## config.mk

```make
export PLATFORM = sky130hd
export DESIGN_NAME = mod_counter_sequencer
export DESIGN_NICKNAME = d
export VERILOG_FILES = /design/src/rtl/mod_counter_sequencer.sv
export SDC_FILE = /design/constraint.sdc
export NUM_CORES = 1
export LEC_CHECK = 0
export ABC_AREA = 1
export CAP_MARGIN = 10
export CORE_ASPECT_RATIO = 1.25
export CORE_MARGIN = 3
export CORE_UTILIZATION = 53
export CTS_BUF_LIST = sky130_fd_sc_hd__clkbuf_4 sky130_fd_sc_hd__clkbuf_8 sky130_fd_sc_hd__clkbuf_16
export DETAILED_ROUTE_END_ITERATION = 16
export HOLD_SLACK_MARGIN = 0.05
export PLACE_DENSITY = 0.83
export SYNTH_ARGS = -nofsm -noshare
export SYNTH_HDL_FRONTEND = slang
export SYNTH_SLANG_ARGS = --single-unit
```

## constraint.sdc

```tcl
create_clock -name clk -period 5.3 [get_ports clk]
set_input_delay 0.53 -clock clk [delete_from_list [all_inputs] [get_ports clk]]
set_output_delay 0.53 -clock clk [all_outputs]
set_load 0.03 [all_outputs]
```

## src/rtl/mod_counter_sequencer.sv

```systemverilog
// Run controller for a modulo-MOD counter: sequences q through a programmed number of laps.
// Optional down-count support is enabled by defining MOD_COUNTER_SEQ_DOWN_EN (adds the dir port).
module mod_counter_sequencer #(
    parameter  int MOD   = 6,
    parameter  int LAP_W = 8,
    localparam int Q_W   = $clog2(MOD)
) (
    input  logic             clk,
    input  logic             reset,
    input  logic             start,
    input  logic [LAP_W-1:0] num_laps,
    input  logic             pause,
    input  logic             resume,
    input  logic             abort,
`ifdef MOD_COUNTER_SEQ_DOWN_EN
    input  logic             dir,
`endif
    output logic [Q_W-1:0]   q,
    output logic             wrap,
    output logic [LAP_W-1:0] lap_cnt,
    output logic             busy,
    output logic             done
);

    localparam logic [Q_W-1:0] QMAX = Q_W'(MOD - 1);

    typedef enum logic [1:0] {IDLE, RUN, PAUSE, DONE} state_t;

    state_t           state, state_nx;
    logic [Q_W-1:0]   q_nx;
    logic             wrap_nx;
    logic [LAP_W-1:0] lap_nx;
    logic [LAP_W-1:0] tgt, tgt_nx;
    logic             down, down_nx;
    logic             start_down;

`ifdef MOD_COUNTER_SEQ_DOWN_EN
    assign start_down = dir;
`else
    assign start_down = 1'b0;
`endif

    always_ff @(posedge clk) begin
        if (reset) begin
            state   <= IDLE;
            q       <= '0;
            wrap    <= 1'b0;
            lap_cnt <= '0;
            tgt     <= '0;
            down    <= 1'b0;
            busy    <= 1'b0;
            done    <= 1'b0;
        end else begin
            state   <= state_nx;
            q       <= q_nx;
            wrap    <= wrap_nx;
            lap_cnt <= lap_nx;
            tgt     <= tgt_nx;
            down    <= down_nx;
            busy    <= (state_nx == RUN) || (state_nx == PAUSE);
            done    <= (state_nx == DONE);
        end
    end

    always_comb begin
        state_nx = state;
        q_nx     = q;
        wrap_nx  = 1'b0;
        lap_nx   = lap_cnt;
        tgt_nx   = tgt;
        down_nx  = down;
        case (state)
            IDLE: begin
                q_nx = '0;
                if (start) begin
                    tgt_nx  = num_laps;
                    lap_nx  = '0;
                    down_nx = start_down;
                    if (num_laps == '0) begin
                        state_nx = DONE;
                    end else begin
                        state_nx = RUN;
                        q_nx     = start_down ? QMAX : '0;
                    end
                end
            end
            RUN: begin
                if (abort) begin
                    q_nx     = '0;
                    state_nx = IDLE;
                end else if (pause) begin
                    state_nx = PAUSE;
                end else if (down && (lap_cnt == tgt)) begin
                    // Down runs show the final MOD-1 for one cycle before finishing.
                    q_nx     = '0;
                    state_nx = DONE;
                end else if (!down) begin
                    if (q == QMAX) begin
                        q_nx    = '0;
                        wrap_nx = 1'b1;
                        lap_nx  = lap_cnt + 1'b1;
                        if (lap_nx == tgt) state_nx = DONE;
                    end else begin
                        q_nx = q + 1'b1;
                    end
                end else begin
                    if (q == '0) begin
                        q_nx    = QMAX;
                        wrap_nx = 1'b1;
                        lap_nx  = lap_cnt + 1'b1;
                    end else begin
                        q_nx = q - 1'b1;
                    end
                end
            end
            PAUSE: begin
                if (abort) begin
                    q_nx     = '0;
                    state_nx = IDLE;
                end else if (resume && !pause) begin
                    state_nx = RUN;
                end
            end
            DONE: begin
                q_nx     = '0;
                state_nx = IDLE;
            end
            default: begin
                q_nx     = '0;
                state_nx = IDLE;
            end
        endcase
    end

endmodule

```

# Word-level counts from Yosys, hierarchy flattened
# Cells that the tools add are included.
[totals] regBits=24 out_inout_bits=14 elab_cells=55
[classes] add_sub_neg=2 eq_ne=14 n_mux=20 n_bitwise=1 reduce_logical=11
[ops] op="2-to-1 mux 8 bit" n=4
[ops] op="2-to-1 mux 2 bit" n=8
[ops] op="one-hot mux 8 bit (2 select lines)" n=1
[ops] op="2-to-1 mux 3 bit" n=4
[ops] op="!= test 2 bit (second input constant)" n=5
[ops] op="one-hot mux 3 bit (3 select lines)" n=1
[ops] op="adder 8 x 1 -> 8 bit (second input constant)" n=1
[ops] op="== test 2 bit (second input constant)" n=4
[ops] op="== test 8 bit" n=1
[ops] op="zero test 8 bit" n=1
[ops] op="one-hot mux 2 bit (4 select lines)" n=1
[ops] op="AND reduction 5 bit" n=1
[ops] op="== test 2 x 1 -> 1 bit (second input constant)" n=2
[ops] op="AND reduction 2 bit" n=2
[ops] op="OR reduction 4 bit" n=1
[ops] op="adder 3 x 1 -> 3 bit (second input constant)" n=1
[ops] op="== test 3 bit (second input constant)" n=1
[ops] op="!= test 3 bit (second input constant)" n=1
[ops] op="zero test 2 bit" n=1
[ops] op="nonzero test 2 bit" n=1
[ops] op="OR reduction 2 bit" n=1
[ops] op="logical AND 1 bit" n=1
[ops] op="zero test 1 bit" n=1
[ops] op="logical OR 1 bit" n=1
[ops] op="2 further kinds" n=2

# Longest topological paths before layout
# Gate-level depths: netlist of run 1.
[logic_depth] depth_word=9 ltp_mapped=18 mapped_depth_nobuf=18

# Worst setup path before layout of run 1
# Ideal clock, no wire load.
[synth_path] path_type="register to register" from="register lap_cnt[0]" to="register busy" setup_time_ps=129 arrival_time_ps=1987 setup_slack_ps=3184 path_stages_with_launch=18 path_buffers=0 period_less_slack_ps=2116 path_cell_list="dfxtp_1 > ha_1 > nand2_2 > inv_2 > nand3_1 > nand3_1 > nand2_1 > nand2_1 > nor2_2 > nand2_1 > nand2_1 > nand2_1 > nand2_1 > nand2_2 > nand2_1 > ha_1 > inv_1 > nor2_1"
[synth_via] elab_chain_cells=9
[synth_rtl] element="start, declared" line="20" rtl="output logic [LAP_W-1:0] lap_cnt,"
[synth_rtl] element="start signal, assigned" line="57" rtl="lap_cnt <= lap_nx;"
[synth_rtl] element="adder 8 x 1 -> 8 bit (*)" line="101" rtl="lap_nx = lap_cnt + 1'b1;"
[synth_rtl] element="== test 8 bit (*)" line="102" rtl="if (lap_nx == tgt) state_nx = DONE;"
[synth_rtl] element="2-to-1 mux 2 bit (*)" line="102"
[synth_rtl] element="2-to-1 mux 2 bit (*)" line="98" rtl="if (q == QMAX) begin"
[synth_rtl] element="2-to-1 mux 2 bit (*)" line="91" rtl="end else if (pause) begin"
[synth_rtl] element="2-to-1 mux 2 bit (*)" line="88" rtl="if (abort) begin"
[synth_rtl] element="one-hot mux 2 bit (4 select lines) (*)" line="72" rtl="case (state)"
[synth_rtl] element="via state_nx[1]" line="29" rtl="state_t state, state_nx;"
[synth_rtl] element="== test 2 x 1 -> 1 bit / == test 2 bit (equally long branches)" line="60" rtl="busy <= (state_nx == RUN) || (state_nx == PAUSE);"
[synth_rtl] element="logical OR 1 bit (*)" line="60"
[synth_rtl] element="end signal, assigned" line="60"
[synth_rtl] element="end, declared" line="21" rtl="output logic busy,"
# Mark *: on every way through the listed nets, which the timed path passes. The rest lies on a longest branch.
# A chain may end at the register's enable or synchronous reset.

# Worst setup path after layout of run 1
# Same ends and word-level chain as after synthesis.

==> flow_metrics.env, run 1 <==
export IMPL_holdBufCountCts=0
export IMPL_avgSynthCellArea_um2=6.58
export IMPL_cts_root_buf="clkbuf_4"
export IMPL_die_h_um=61.0
export IMPL_hold_viol=0
export IMPL_vias=1317
export IMPL_p_int_uw=250
export IMPL_synth_fp_nets=211
export IMPL_setup_slack_ps=3110
export IMPL_grt_pass1_vias=1263
export IMPL_cts_tree="yes"
export IMPL_syn_inst=195
export IMPL_grt_setup_unrepaired="no"
export IMPL_finalCriticalPeriod_ps=2190
export IMPL_die_area_mm2=0.00305
export IMPL_start_util_pct=56.8
export IMPL_drv_cap=0
export IMPL_numCtsBuffers=3
export IMPL_clock_latency_ps=320
export IMPL_finalPower_uw=335
export IMPL_clockBufferDepth=2
export IMPL_synthTopCellsByArea="dfxtp_1 37%, nand2_1 14%, inv_1 8.5%"
export IMPL_grt_overflow_total=0
export IMPL_cts_resized=0
export IMPL_synthTopCellsByCount="49 x nand2_1, 29 x inv_1, 24 x dfxtp_1"
export IMPL_finalSetupTns_ps=0
export IMPL_cp_end_kind="register"
export IMPL_switching_share_pct=25.5
export IMPL_synth_warnings=0
export IMPL_drt_iter0_markers=48
export IMPL_pwr_share_seq_pct=56.9
export IMPL_place_congestion=0.896
export IMPL_cp_max_fo=7
export IMPL_clk_pin_slew_ps=130
export IMPL_clock_sinks=24
export IMPL_antenna_found_initial=0
export IMPL_drive_above_1_share_pct=8.52
export IMPL_final_cells=254
export IMPL_final_util_pct=71.5
export IMPL_fmax_mhz=456
export IMPL_synthDistinctLibCells=25
export IMPL_p_comb_share_pct=13.9
export IMPL_grt_first_pass_wirelength_mm=5.27
export IMPL_use_met1_pct=24.5
export IMPL_core_mm2=0.00226
export IMPL_dr_pass1_iters=4
export IMPL_use_met2_pct=42.4
export IMPL_fill_cells=198
export IMPL_synth_area_leader_cell="dfxtp_1"
export IMPL_p_leak_uw=0.000648
export IMPL_fin_nets=240
export IMPL_tightest_slew_ps=559
export IMPL_synth_most_common_cell="nand2_1"
export IMPL_dieWidth_um=50.0
export IMPL_drtAntennaViolNets=0
export IMPL_min_path_type="reg -> reg"
export IMPL_peakVddDrop_v=0.000218
export IMPL_ioPinCount=28
export IMPL_antenna_cells=0
export IMPL_post_cts_buffers=0
export IMPL_wl_per_cell_um=12.2
export IMPL_cts_htree_levels=1
export IMPL_fin_crit_sh_pct=41.4
export IMPL_ys_flop_type="dfxtp_1"
export IMPL_async_reset_ff_share_pct=0
export IMPL_status="finished clean"
export IMPL_drc=0
export IMPL_cp_arrival_ps=2400
export IMPL_synthesis_area_mm2=0.00128
export IMPL_ys_ff_latch=24
export IMPL_grt_use_met3_pct=3.63
export IMPL_cp_required_ps=5500
export IMPL_final_setup_viol_count=0
export IMPL_start_kind="register"
export IMPL_worstSetupPathType="reg -> reg"
export IMPL_synth_edf_count=0
export IMPL_grt_busiest_layer="met2"
export IMPL_io_buffers=27
export IMPL_ys_seq_area_share_pct=37.4
export IMPL_post_place_ws_ps=3070
export IMPL_dpl_hpwl_mm=2.45
export IMPL_place_inst=250
export IMPL_via_per_inst=5.19
export IMPL_power_net_switching_uw=85.6
export IMPL_grt_max_degree=18
export IMPL_skew_ps=5.22
export IMPL_synthDominantCellAreaShare_pct=37.4
export IMPL_clkPwrFrac_pct=29.2
export IMPL_power_density_mw_per_mm2=208
export IMPL_grt_usage_pct=22.4
export IMPL_drt_wl_total_mm=3.11
export IMPL_drv_slew=0
export IMPL_num_rows=19
export IMPL_relSlewSlack_pct=62.6
export IMPL_area_delta_synth_final_pct=25.7
## critical path, stage by stage (launching register included)
cell	delay (ps)
dfxtp_1	500
ha_1	250
nand2_2	70
inv_2	110
nand3_2	80
nand2_2	90
nor2_1	40
nor2_1	120
nand2_1	70
nor2_2	80
nand2_1	60
nand2_1	50
nand2_1	40
nand2_1	60
nand2_2	60
nand2_1	70
ha_1	230
inv_1	50
nor2_1	30
## power groups by stage
stage / Combinational, uW / Clock (uW) / Sequential, uW
2_1_floorplan: 25.0 / 0 / 196
5_1_grt: 52.1 / 106 / 191
4_1_cts: 46.4 / 98.9 / 191
3_3_place_gp: 45.0 / 0 / 194
6_report: 46.7 / 97.7 / 191
3_5_place_dp: 46.0 / 0 / 195
## cells in the final DEF, fill, tap and decap left out, drive strengths merged
master          n
a211oi          2
a21oi          18
and2            1
clkbuf          4
clkdlybuf4s50  27
clkinv          1
dfxtp          24
ha              2
inv            30
nand2          53
nand3          21
nand4           2
nor2           21
nor3            2
nor3b           1
nor4            1
o211ai          1
o21ai          11
o21ba           1
## logic make-up after synthesis
kind of cell	share of synthesized area [%]
AO/OA/AOI/OAI	14.7
adder cells (fa/ha/maj)	1.95
buffers and inverters	10.2
flip-flops	37.4
AND/OR/NAND/NOR	35.7
## metal layers
metal  routed length, um  up-vias
met5                   0        -
met4                  34        0
met3                 146        4
met2                1640       42
met1                1300      594
li1                    -      677
## stage by stage
stage	hold slack [ps]	area, um^2
2_1_floorplan	443	1280
3_3_place_gp	460	1580
3_5_place_dp	469	1580
4_1_cts	488	1610
5_1_grt	511	1610
6_report	485	1610
## worst paths after layout
kind	start	end	slack, ps	cells past startpoint
max	lap_cnt[0]	busy	3110	18
min	tgt[7]	tgt[7]	490	2
max reg2reg	lap_cnt[0]	busy	3110	18
min reg2reg	tgt[7]	tgt[7]	490	2
## layout make-up
type                    instances  area, um^2  area share [%]
flip-flops and latches         24         480            29.8
multi-input cells             137         672            41.6
repair buffers                 27         270            16.7
well taps                      31        38.8            2.40
clock buffers                   4        36.3            2.25
inverters                      31         116            7.21
## flip-flops by register name, summed over array words and instances (netlist names)
name,count
tgt,8
state,2
busy,1
wrap,1
lap_cnt,8
done,1
q,3
(Power assumes the default switching activity.)
==> run 2, diff against run 1 <==
Settings changed: CORE_UTILIZATION 53 to 45, PLACE_DENSITY 0.83 to 0.75.
Clock period 5.3 ns to 2 ns, I/O delays scaled along.
==> flow_metrics.env, run 2 (synthesized netlist as in run 1, its figures left out) <==
export IMPL_post_cts_buffers=0
export IMPL_start_util_pct=47.4
export IMPL_clockBufferDepth=2
export IMPL_grt_usage_pct=17.8
export IMPL_cts_root_buf="clkbuf_4"
export IMPL_min_path_type="reg -> reg"
export IMPL_final_setup_viol_count=0
export IMPL_place_congestion=0.803
export IMPL_met1_length_mm=1.28
export IMPL_io_buffers=27
export IMPL_clock_sinks=24
export IMPL_path_common_cell="nand2_1"
export IMPL_dpl_hpwl_mm=2.17
export IMPL_drv_cap=0
export IMPL_finalSetupTns_ps=0
export IMPL_met2WireLength_mm=1.37
export IMPL_place_inst=262
export IMPL_cts_htree_levels=1
export IMPL_fin_nets=249
export IMPL_vias=1268
export IMPL_fin_crit_sh_pct=93.4
export IMPL_numCtsBuffers=3
export IMPL_area_delta_synth_final_pct=34.5
export IMPL_slowest_delay_ps=370
export IMPL_highest_layer="met4"
export IMPL_num_rows=21
export IMPL_worstSetupPathType="reg -> reg"
export IMPL_drv_slew=0
export IMPL_cts_tree="yes"
export IMPL_die_h_um=65.7
export IMPL_relSlewSlack_pct=73.2
export IMPL_drtAntennaViolNets=0
export IMPL_ioPinCount=28
export IMPL_grt_setup_unrepaired="yes"
export IMPL_top_regs="lap_cnt x8, tgt x8, q x3"
export IMPL_die_area_mm2=0.00353
export IMPL_clock_latency_ps=300
export IMPL_dr_pass1_iters=4
export IMPL_finalPower_uw=839
export IMPL_antenna_found_initial=0
export IMPL_drive_above_1_share_pct=16.9
export IMPL_grt_pass1_vias=1188
export IMPL_antenna_cells=0
export IMPL_clk_pin_slew_ps=120
export IMPL_grt_overflow_total=0
export IMPL_cp_end_kind="register"
export IMPL_wl_met3_um=113
export IMPL_via_per_inst=4.78
export IMPL_tightest_slew_ps=403
export IMPL_critical_path_slowest_cell="dfxtp_2"
export IMPL_start_kind="register"
export IMPL_peakVddDrop_v=0.000365
export IMPL_drt_iter0_markers=22
export IMPL_hold_viol=0
export IMPL_path_buf_inv=2
export IMPL_cp_required_ps=2250
export IMPL_path_cells="buf_4, nand3_4, nor2_1, nand2_1, and2_1, nor2_1, nor2_1, nand2_1, nand2_1, nand2_1, nand2_1, nand2_2, nand2_2, ha_4, inv_2, nor2_1"
export IMPL_grt_first_pass_wirelength_mm=4.73
export IMPL_core_mm2=0.00271
export IMPL_drt_wl_total_mm=2.79
export IMPL_cp_top_family="simple AND/OR/NAND/NOR gates"
export IMPL_cts_resized=0
export IMPL_cp_arrival_ps=2120
export IMPL_wl_per_cell_um=10.5
export IMPL_dieWidth_um=53.8
export IMPL_cp_max_fo=5
export IMPL_skew_ps=1.10
export IMPL_finalCriticalPeriod_ps=1870
export IMPL_status="finished clean"
export IMPL_holdBufCountCts=0
export IMPL_power_density_mw_per_mm2=486
export IMPL_p_leak_uw=0.000705
export IMPL_final_cells=265
export IMPL_layout_commonest_cell="nand2_1"
export IMPL_drc=0
export IMPL_fmax_mhz=535
export IMPL_mostFrequentLayoutCells="48 x nand2_1, 28 x inv_1, 27 x clkdlybuf4s50_1"
export IMPL_grt_max_degree=17
run 2: cell count changes in the layout (fill, tap and decap cells not counted), moves of 2 or more:
cell     before  now
dfxtp_2       0    4
dfxtp_1      24   20
nor2_2        3    6
nor2_1       18   15
ha_4          0    2
buf_4         0    9
ha_1          2    0
run 2: worst reg2reg max path, delay by kind of cell, from the launching register on:
| kind | cells | cell delay [ps] |
|---|---|---|
| fa+ha+maj | 1 | 260 |
| simple gates | 13 | 1010 |
| buf+inv | 2 | 180 |
| flops | 1 | 370 |
run 2: power by group:
group | switching, uW | leakage (uW) | internal (uW) | total [uW]
Clock | 135 | 0.0000138 | 70.3 | 206
Sequential | 7.74 | 0.000198 | 496 | 504
Combinational | 70.2 | 0.000493 | 58.7 | 129
run 2: layer usage:
layer | vias to the layer above | GRT usage [%]
met4 | 0 | 7.99
met1 | 542 | 21.3
met5 | - | 0
met2 | 27 | 30.3
li1 | 697 | -
met3 | 2 | 2.72
run 2: worst paths after layout:
check | slack, ps | from | depth (start not counted) | to
setup / recovery | 130 | lap_cnt[1] | 16 | busy
hold / removal | 480 | tgt[7] | 2 | tgt[7]
setup reg to reg | 130 | lap_cnt[1] | 16 | busy
hold reg to reg | 480 | tgt[7] | 2 | tgt[7]
run 2: per-stage QoR:
| stage | utilization, % | hold slack (ps) | cell area (um^2) | setup slack (ps) |
|---|---|---|---|---|
| finish | 63.8 | 480 | 1730 | 131 |
| floorplan | - | 262 | 1290 | 59.0 |
| CTS | 62.0 | 482 | 1680 | 84.0 |
| global route | 63.8 | 493 | 1730 | -137 |
| global placement | 61.1 | 455 | 1650 | 126 |
| detailed placement | 61.1 | 462 | 1650 | 113 |
run 2: cell type report:
class	instances	area (um^2)
Sequential cell	24	485
Clock buffer	3	22.5
Timing Repair Buffer	36	338
Fill cell	257	980
Tap cell	34	42.5
Inverter	31	119
Multi-Input combinational cell	137	719
==> run 3, diff against run 2 <==
Settings changed: CTS_CLUSTER_SIZE set to 16.
==> results of run 3 <==
The final DEF is identical to that of run 2; final timing and power are the same.
